===== config.mk =====
export PLATFORM = sky130hd
export DESIGN_NAME = frog_river_ride
export DESIGN_NICKNAME = d
export VERILOG_FILES = /design/src/rtl/frogger_pkg.sv /design/src/rtl/log_hit_check.sv /design/src/rtl/frog_river_ride.sv
export SDC_FILE = /design/constraint.sdc
export NUM_CORES = 1
export LEC_CHECK = 0
export ABC_AREA = 1
export BUFFER_PORTS_ARGS = -buffer_cell sky130_fd_sc_hd__buf_2
export CAP_MARGIN = 15
export CORE_UTILIZATION = 30
export DETAILED_ROUTE_END_ITERATION = 8
export MAX_ROUTING_LAYER = met4
export PLACE_DENSITY = 0.59
export SLEW_MARGIN = 10
export SYNTH_ARGS = -nofsm -noshare
export SYNTH_HDL_FRONTEND = slang
export SYNTH_SLANG_ARGS = --single-unit

===== constraint.sdc =====
create_clock -name clk -period 2.13 [get_ports clk]
set_input_delay 0.1065 -clock clk [delete_from_list [all_inputs] [get_ports clk]]
set_output_delay 0.1065 -clock clk [all_outputs]
set_load 0.01 [all_outputs]

===== src/rtl/frogger_pkg.sv =====
// River geometry, ride FSM states and coordinate/speed types shared by the
// frog river-ride logic.
package frogger_pkg;

    localparam int BLOCKSIZE      = 32;
    localparam int X_OFFSET_LEFT  = 96;
    localparam int X_OFFSET_RIGHT = 544;
    localparam int NUM_LANES      = 6;

    typedef logic        [9:0] coord_t;
    typedef logic signed [9:0] speed_t;

    typedef enum logic [2:0] {
        IDLE,
        SETTLE,
        RIDING,
        DROWNING,
        DONE
    } ride_state_t;

endpackage


===== src/rtl/log_hit_check.sv =====
// Combinational test of whether the frog centre lies on either of two logs
// sharing one length; sums are 11 bits so logs near x=1023 do not wrap.
module log_hit_check
    import frogger_pkg::*;
(
    input  logic [10:0] fc,
    input  coord_t      log0_x,
    input  coord_t      log1_x,
    input  coord_t      len,
    output logic        hit
);

    logic [10:0] w_end0;
    logic [10:0] w_end1;
    logic        w_hit0;
    logic        w_hit1;

    assign w_end0 = {1'b0, log0_x} + {1'b0, len};
    assign w_end1 = {1'b0, log1_x} + {1'b0, len};
    assign w_hit0 = ({1'b0, log0_x} <= fc) && (fc < w_end0);
    assign w_hit1 = ({1'b0, log1_x} <= fc) && (fc < w_end1);
    assign hit    = w_hit0 || w_hit1;

endmodule


===== src/rtl/frog_river_ride.sv =====
// Frog-on-log ride tracker: emits carry deltas while riding and runs the drown
// sequence. Define FROG_DROWN_ANIM_EN for the multi-cycle drowning animation.
module frog_river_ride
    import frogger_pkg::*;
#(
    parameter int BLOCKSIZE      = frogger_pkg::BLOCKSIZE,
    parameter int X_OFFSET_LEFT  = frogger_pkg::X_OFFSET_LEFT,
    parameter int X_OFFSET_RIGHT = frogger_pkg::X_OFFSET_RIGHT,
    parameter int NUM_LANES      = frogger_pkg::NUM_LANES,
    parameter int GRACE_CYCLES   = 4
`ifdef FROG_DROWN_ANIM_EN
    , parameter logic [23:0] DROWN_CYCLES = 24'd3000000
`endif
) (
    input  logic                     clk,
    input  logic                     reset,
    input  coord_t                   frog_x,
    input  logic                     frog_in_river,
    input  logic [2:0]               frog_lane,
    input  coord_t [NUM_LANES-1:0]   log0_x,
    input  coord_t [NUM_LANES-1:0]   log1_x,
    input  speed_t [NUM_LANES-1:0]   log_speed,
    input  coord_t [NUM_LANES-1:0]   log_len,
    input  logic                     respawn_ack,
    output speed_t                   carry_dx,
    output logic                     carry_valid,
    output logic                     riding,
    output logic                     drowning,
    output logic                     drown_pulse,
    output logic [1:0]               drown_frame
);

    localparam logic signed [11:0] EDGE_LO    = 12'(X_OFFSET_LEFT);
    localparam logic signed [11:0] EDGE_HI    = 12'(X_OFFSET_RIGHT - BLOCKSIZE);
    localparam logic        [10:0] HALF_W     = 11'(BLOCKSIZE / 2);
    localparam logic        [7:0]  GRACE_LOAD = 8'(GRACE_CYCLES);

    ride_state_t        r_state;
    ride_state_t        w_state_next;
    logic [7:0]         r_grace;
    logic [7:0]         w_grace_next;
    logic               r_on_log;
    logic [2:0]         r_lane;
    logic               r_carry_valid;
    logic               w_carry_valid_next;
    speed_t             r_carry_dx;
    speed_t             w_carry_dx_next;

    logic [10:0]        w_fc;
    logic               w_lane_ok;
    logic [2:0]         w_lane_idx;
    logic               w_hit_raw;
    logic               w_hit;
    speed_t             w_speed;
    logic signed [11:0] w_next_x;
    logic               w_swept;
    logic               w_lane_chg;
    logic               w_drown_done;

    assign w_fc       = {1'b0, frog_x} + HALF_W;
    assign w_lane_ok  = int'(frog_lane) < NUM_LANES;
    assign w_lane_idx = w_lane_ok ? frog_lane : '0;
    assign w_speed    = w_lane_ok ? log_speed[w_lane_idx] : '0;
    assign w_hit      = w_lane_ok && w_hit_raw;
    assign w_lane_chg = (frog_lane != r_lane);

    log_hit_check u_hit (
        .fc     (w_fc),
        .log0_x (log0_x[w_lane_idx]),
        .log1_x (log1_x[w_lane_idx]),
        .len    (log_len[w_lane_idx]),
        .hit    (w_hit_raw)
    );

    // Edge test uses the position the frog would reach after this carry.
    assign w_next_x = $signed({2'b00, frog_x}) + $signed({{2{w_speed[9]}}, w_speed});
    assign w_swept  = (w_next_x < EDGE_LO) || (w_next_x > EDGE_HI);

`ifdef FROG_DROWN_ANIM_EN
    localparam logic [23:0] FRAME_LEN = DROWN_CYCLES >> 2;

    logic [23:0] r_drown_cnt;
    logic [23:0] r_frame_cnt;
    logic [1:0]  r_frame;

    assign w_drown_done = (r_drown_cnt == DROWN_CYCLES - 24'd1);
    assign drown_frame  = r_frame;

    always_ff @(posedge clk or posedge reset) begin
        if (reset) begin
            r_drown_cnt <= '0;
            r_frame_cnt <= '0;
            r_frame     <= '0;
        end else if (r_state == DROWNING) begin
            r_drown_cnt <= r_drown_cnt + 24'd1;
            if (r_frame_cnt == FRAME_LEN - 24'd1) begin
                r_frame_cnt <= '0;
                if (r_frame != 2'd3) begin
                    r_frame <= r_frame + 2'd1;
                end
            end else begin
                r_frame_cnt <= r_frame_cnt + 24'd1;
            end
        end else begin
            r_drown_cnt <= '0;
            r_frame_cnt <= '0;
            r_frame     <= (r_state == DONE) ? 2'd3 : 2'd0;
        end
    end
`else
    assign w_drown_done = 1'b1;
    assign drown_frame  = '0;
`endif

    always_comb begin
        w_state_next       = r_state;
        w_grace_next       = r_grace;
        w_carry_valid_next = 1'b0;
        w_carry_dx_next    = '0;
        unique case (r_state)
            IDLE: begin
                if (frog_in_river) begin
                    w_state_next = SETTLE;
                    w_grace_next = GRACE_LOAD;
                end
            end
            SETTLE: begin
                if (!frog_in_river) begin
                    w_state_next = IDLE;
                end else if (w_lane_chg) begin
                    w_grace_next = GRACE_LOAD;
                end else if (r_grace <= 8'd1) begin
                    w_grace_next = '0;
                    w_state_next = r_on_log ? RIDING : DROWNING;
                end else begin
                    w_grace_next = r_grace - 8'd1;
                end
            end
            RIDING: begin
                if (!frog_in_river) begin
                    w_state_next = IDLE;
                end else if (w_lane_chg) begin
                    w_state_next = SETTLE;
                    w_grace_next = GRACE_LOAD;
                end else if (!r_on_log) begin
                    w_state_next = DROWNING;
                end else if (w_speed != '0) begin
                    if (w_swept) begin
                        w_state_next = DROWNING;
                    end else begin
                        w_carry_valid_next = 1'b1;
                        w_carry_dx_next    = w_speed;
                    end
                end
            end
            DROWNING: begin
                if (w_drown_done) begin
                    w_state_next = DONE;
                end
            end
            DONE: begin
                if (respawn_ack) begin
                    w_state_next = IDLE;
                end
            end
            default: w_state_next = IDLE;
        endcase
    end

    always_ff @(posedge clk or posedge reset) begin
        if (reset) begin
            r_state       <= IDLE;
            r_grace       <= '0;
            r_on_log      <= 1'b0;
            r_lane        <= '0;
            r_carry_valid <= 1'b0;
            r_carry_dx    <= '0;
        end else begin
            r_state       <= w_state_next;
            r_grace       <= w_grace_next;
            r_on_log      <= w_hit;
            r_lane        <= frog_lane;
            r_carry_valid <= w_carry_valid_next;
            r_carry_dx    <= w_carry_dx_next;
        end
    end

    assign carry_valid = r_carry_valid;
    assign carry_dx    = r_carry_dx;
    assign riding      = (r_state == RIDING);
    assign drowning    = (r_state == DROWNING);
    assign drown_pulse = (r_state == DONE);

endmodule

==> results.ini <==
[sta]
timing.fmax_mhz = 326
finalMaxSlewViolations = 0
hold_viol = 0
layout_setup_ws_ps = -937
setup_viol = 14
finalCriticalPeriod_ps = 3070
fin_crit_sh_pct = 144
rsz_0062_raised_after_global_routing = yes
finClkSkew_ps = 5.50
fin_hold_ws_ps = 86.8

[setup_path]
crit_path_max_fanout = 18
critical_path_class = primary input to register
startpoint = frog_lane[2]
timing.critical_path.slowest_stage_cell = sky130_fd_sc_hd__fa_2
path_cells = buf_12 > nand2_8 > nand2_8 > buf_12 > buf_16 > o2111ai_2 > nand2_2 > ha_4 > fa_2 > a21oi_2 > o21bai_2 > buf_4 > buf_4 > xor2_1 > ha_1 > a21oi_1 > o21ai_1 > nand2_1 > o211ai_1 > a31oi_1 > nand2_1 > a21oi_2
timing.critical_path.arrival_ps = 3260
crit-reg2reg-launch = r_grace[0]
worst_ep_required_time_ps = 2320
crit_path_end_kind = register
startpoint_type = primary input
slowest_delay_ps = 370

[finish]
final_area_sq_um = 9660
fillers = 1841
final_layout_size_suffix_gt1_share_pct = 41.8
area_growth_pct = 68.3
nets = 1736
finish.utilization_pct = 51.7
instances_no_fill = 1638

[power]
power-per-cell-area_nw_per_um2 = 517
vdd.ir_drop.worst_mv = 0.301
power.static_leakage_nw = 5.27

[global_routing]
pin_count_of_the_biggest_net_entering_global_routing = 27
grt.total_usage_pct = 26.8
grt_pass1_wl_mm = 40.7
first_global_vias = 8176
antenna_found_initial = 3
grt_overflow_total = 0

[floorplanning]
design.core.area_sq_um = 18700
initial_core_utilization_pct = 30.7
floorplan.die_area_sq_um = 19700
die_width_um = 140
io_pins = 273
die_h_um = 140
rows = 50

[placed_design]
dpl.hpwl_mm = 21.5
gp_routability_congestion = 0.957
portBuffers = 270
dpl.cell_count = 1595
placed_area_sq_um = 8480
worst_slack_at_placement_ps = -1630

[detailed_routing]
drtAntennaViolNets = 0
drt_iter0_markers = 468
postRouteWirelength_mm = 26.1
drt_pre_antenna_iters = 5
drc = 0
wl_per_cell_um = 16.0
detailroute.via_count = 8183
routed_via_density = 5.00

[worst_hold_path]
worst_hold_startpoint = frog_lane[2]
hold_path_class = primary input to register

[synthesis]
post_synth_inst_count = 978
synth-async-reset-ratio_pct = 100
synth_flop_cell = sky130_fd_sc_hd__dfrtp_1
yosysTopAreaCellShare_pct = 16.1
ys_ff_latch = 26
synth_area_per_cell_sq_um = 5.87
synth_largest_area_cell = sky130_fd_sc_hd__ha_1
yosys-top-cells-area = sky130_fd_sc_hd__ha_1 16%, sky130_fd_sc_hd__nand2_1 16%, sky130_fd_sc_hd__dfrtp_1 11%
yosysWarnings = 0
synth.yosys.seq_area_share_pct = 11.3
ys_types = 47
synth_enable_flop_cells = 0
synthesis.area_sq_um = 5740

[clocking]
numClockSinks = 26
max-clock-path-buffers = 2
worstSkewPairLatency_ps = 260
root_buffer = sky130_fd_sc_hd__clkbuf_16
htreeDepth = 1
tritoncts = built
tritoncts.num_buffers = 3
clk_pin_slew_worst_paths_ps = 70

[outcome]
violations = negative setup slack
status = complete, but fails checks

[job]
cap_violations = 0

==> sequential cells by signal (all words and copies together) (netlist names) <==
register     cells
carry_dx        10
carry_valid      1
r_grace          8
r_lane           3
r_on_log         1
r_state          3
==> stage by stage <==
stage               setup TNS (ps)  total power [W]
global placement            -13570          0.00391
global route                -10590          0.00547
detailed placement          -14230          0.00395
CTS                          -6480          0.00485
finish                       -7640          0.00500
floorplan                    -5580          0.00265
==> Yosys cell counts, types with 8 or more instances <==
cell type,instances
sky130_fd_sc_hd__xor2_1,18
sky130_fd_sc_hd__o22ai_1,20
sky130_fd_sc_hd__clkbuf_1,23
sky130_fd_sc_hd__ha_1,74
sky130_fd_sc_hd__nor2_1,154
sky130_fd_sc_hd__inv_1,103
sky130_fd_sc_hd__o211ai_1,8
sky130_fd_sc_hd__dfrtp_1,26
sky130_fd_sc_hd__nor3_1,11
sky130_fd_sc_hd__a21oi_1,55
sky130_fd_sc_hd__o21ai_0,86
sky130_fd_sc_hd__nand3_1,49
sky130_fd_sc_hd__a31oi_1,10
sky130_fd_sc_hd__nand2_1,241
sky130_fd_sc_hd__o221ai_1,9
sky130_fd_sc_hd__a22oi_1,10
==> power breakdown <==
group	total [W]	leakage, nW	internal, W	switching (W)
combinational	0.00380	4.88	0.00184	0.00196
sequential	0.000656	0.344	0.000578	0.0000774
clock	0.000548	0.0511	0.000374	0.000174
total	0.00500	5.27	0.00279	0.00221
==> cells in the final DEF (no fill, tap or decap), drive strengths merged, types with 6 or more instances in the layout <==
cell | netlist | final
o211ai | 8 | 8
a21oi | 55 | 55
xnor2 | 7 | 7
buf | 19 | 456
nand3 | 49 | 49
a22oi | 10 | 10
nor2 | 154 | 154
dfrtp | 26 | 26
nand3b | 5 | 6
nand2 | 245 | 246
nand4 | 7 | 7
o21ai | 89 | 89
nor3 | 13 | 13
a31oi | 10 | 10
o221ai | 9 | 9
inv | 106 | 106
ha | 74 | 74
a21o | 6 | 6
o22ai | 20 | 20
xor2 | 18 | 18
==> worst paths after layout <==
check,endpoint,cells past startpoint,slack (ps)
worst max-delay path,r_on_log,22,-940
worst min-delay path,r_lane[2],2,90
worst max register to register,r_state[1],11,250
worst min register to register,r_grace[5],1,500
max in group asynchronous,carry_dx[6],4,1440
min in group asynchronous,carry_valid,4,440
==> routing by layer <==
metal	routed length, um	GRT usage (%)	vias up
li1	-	-	4121
met1	10900	30.2	3723
met2	13300	50.0	296
met3	1200	2.63	43
met4	656	7.06	0
met5	0	-	-
==> worst max-delay path: cells and delay by family <==
| kind | cells | cell delay, ps |
|---|---|---|
| compound gates | 8 | 1050 |
| fa+ha+maj | 3 | 830 |
| simple gates | 5 | 440 |
| buf+inv | 5 | 670 |
| xor+xnor | 1 | 140 |
==> area by class of cell <==
cell class	instances	area, sq um	area share (%)
diodes	3	7.51	0.0777
clock inverters	1	30.0	0.311
clock buffers	3	75.1	0.777
well taps	234	293	3.03
flip-flops and latches	26	651	6.73
repair buffers	458	3070	31.8
multi-input cells	807	5110	52.9
inverters	106	423	4.38
==> cell families after synthesis <==
family / count (synthesis) / share of synthesized area, %
and+or+nand+nor: 483 / 34.9
AOI/OAI and AO/OA: 218 / 21.9
buffers and inverters: 148 / 10.8
adders and majority gates: 77 / 17.2
DFF: 26 / 11.3
xor gates and xnor gates: 25 / 3.81
other: 1 / 0.0653
==> repair_timing <==
action | CTS | global route
endpoints found under the setup margin | 14 | 14
hold buffers | 1 | 0
setup buffers | 25 | 6
pin swaps | 43 | 38
cloned | 5 | 0
hold endpoints to repair | 26 | 0
resized for setup | 120 | 54
No activity file was read; power rests on OpenSTA's default activity.
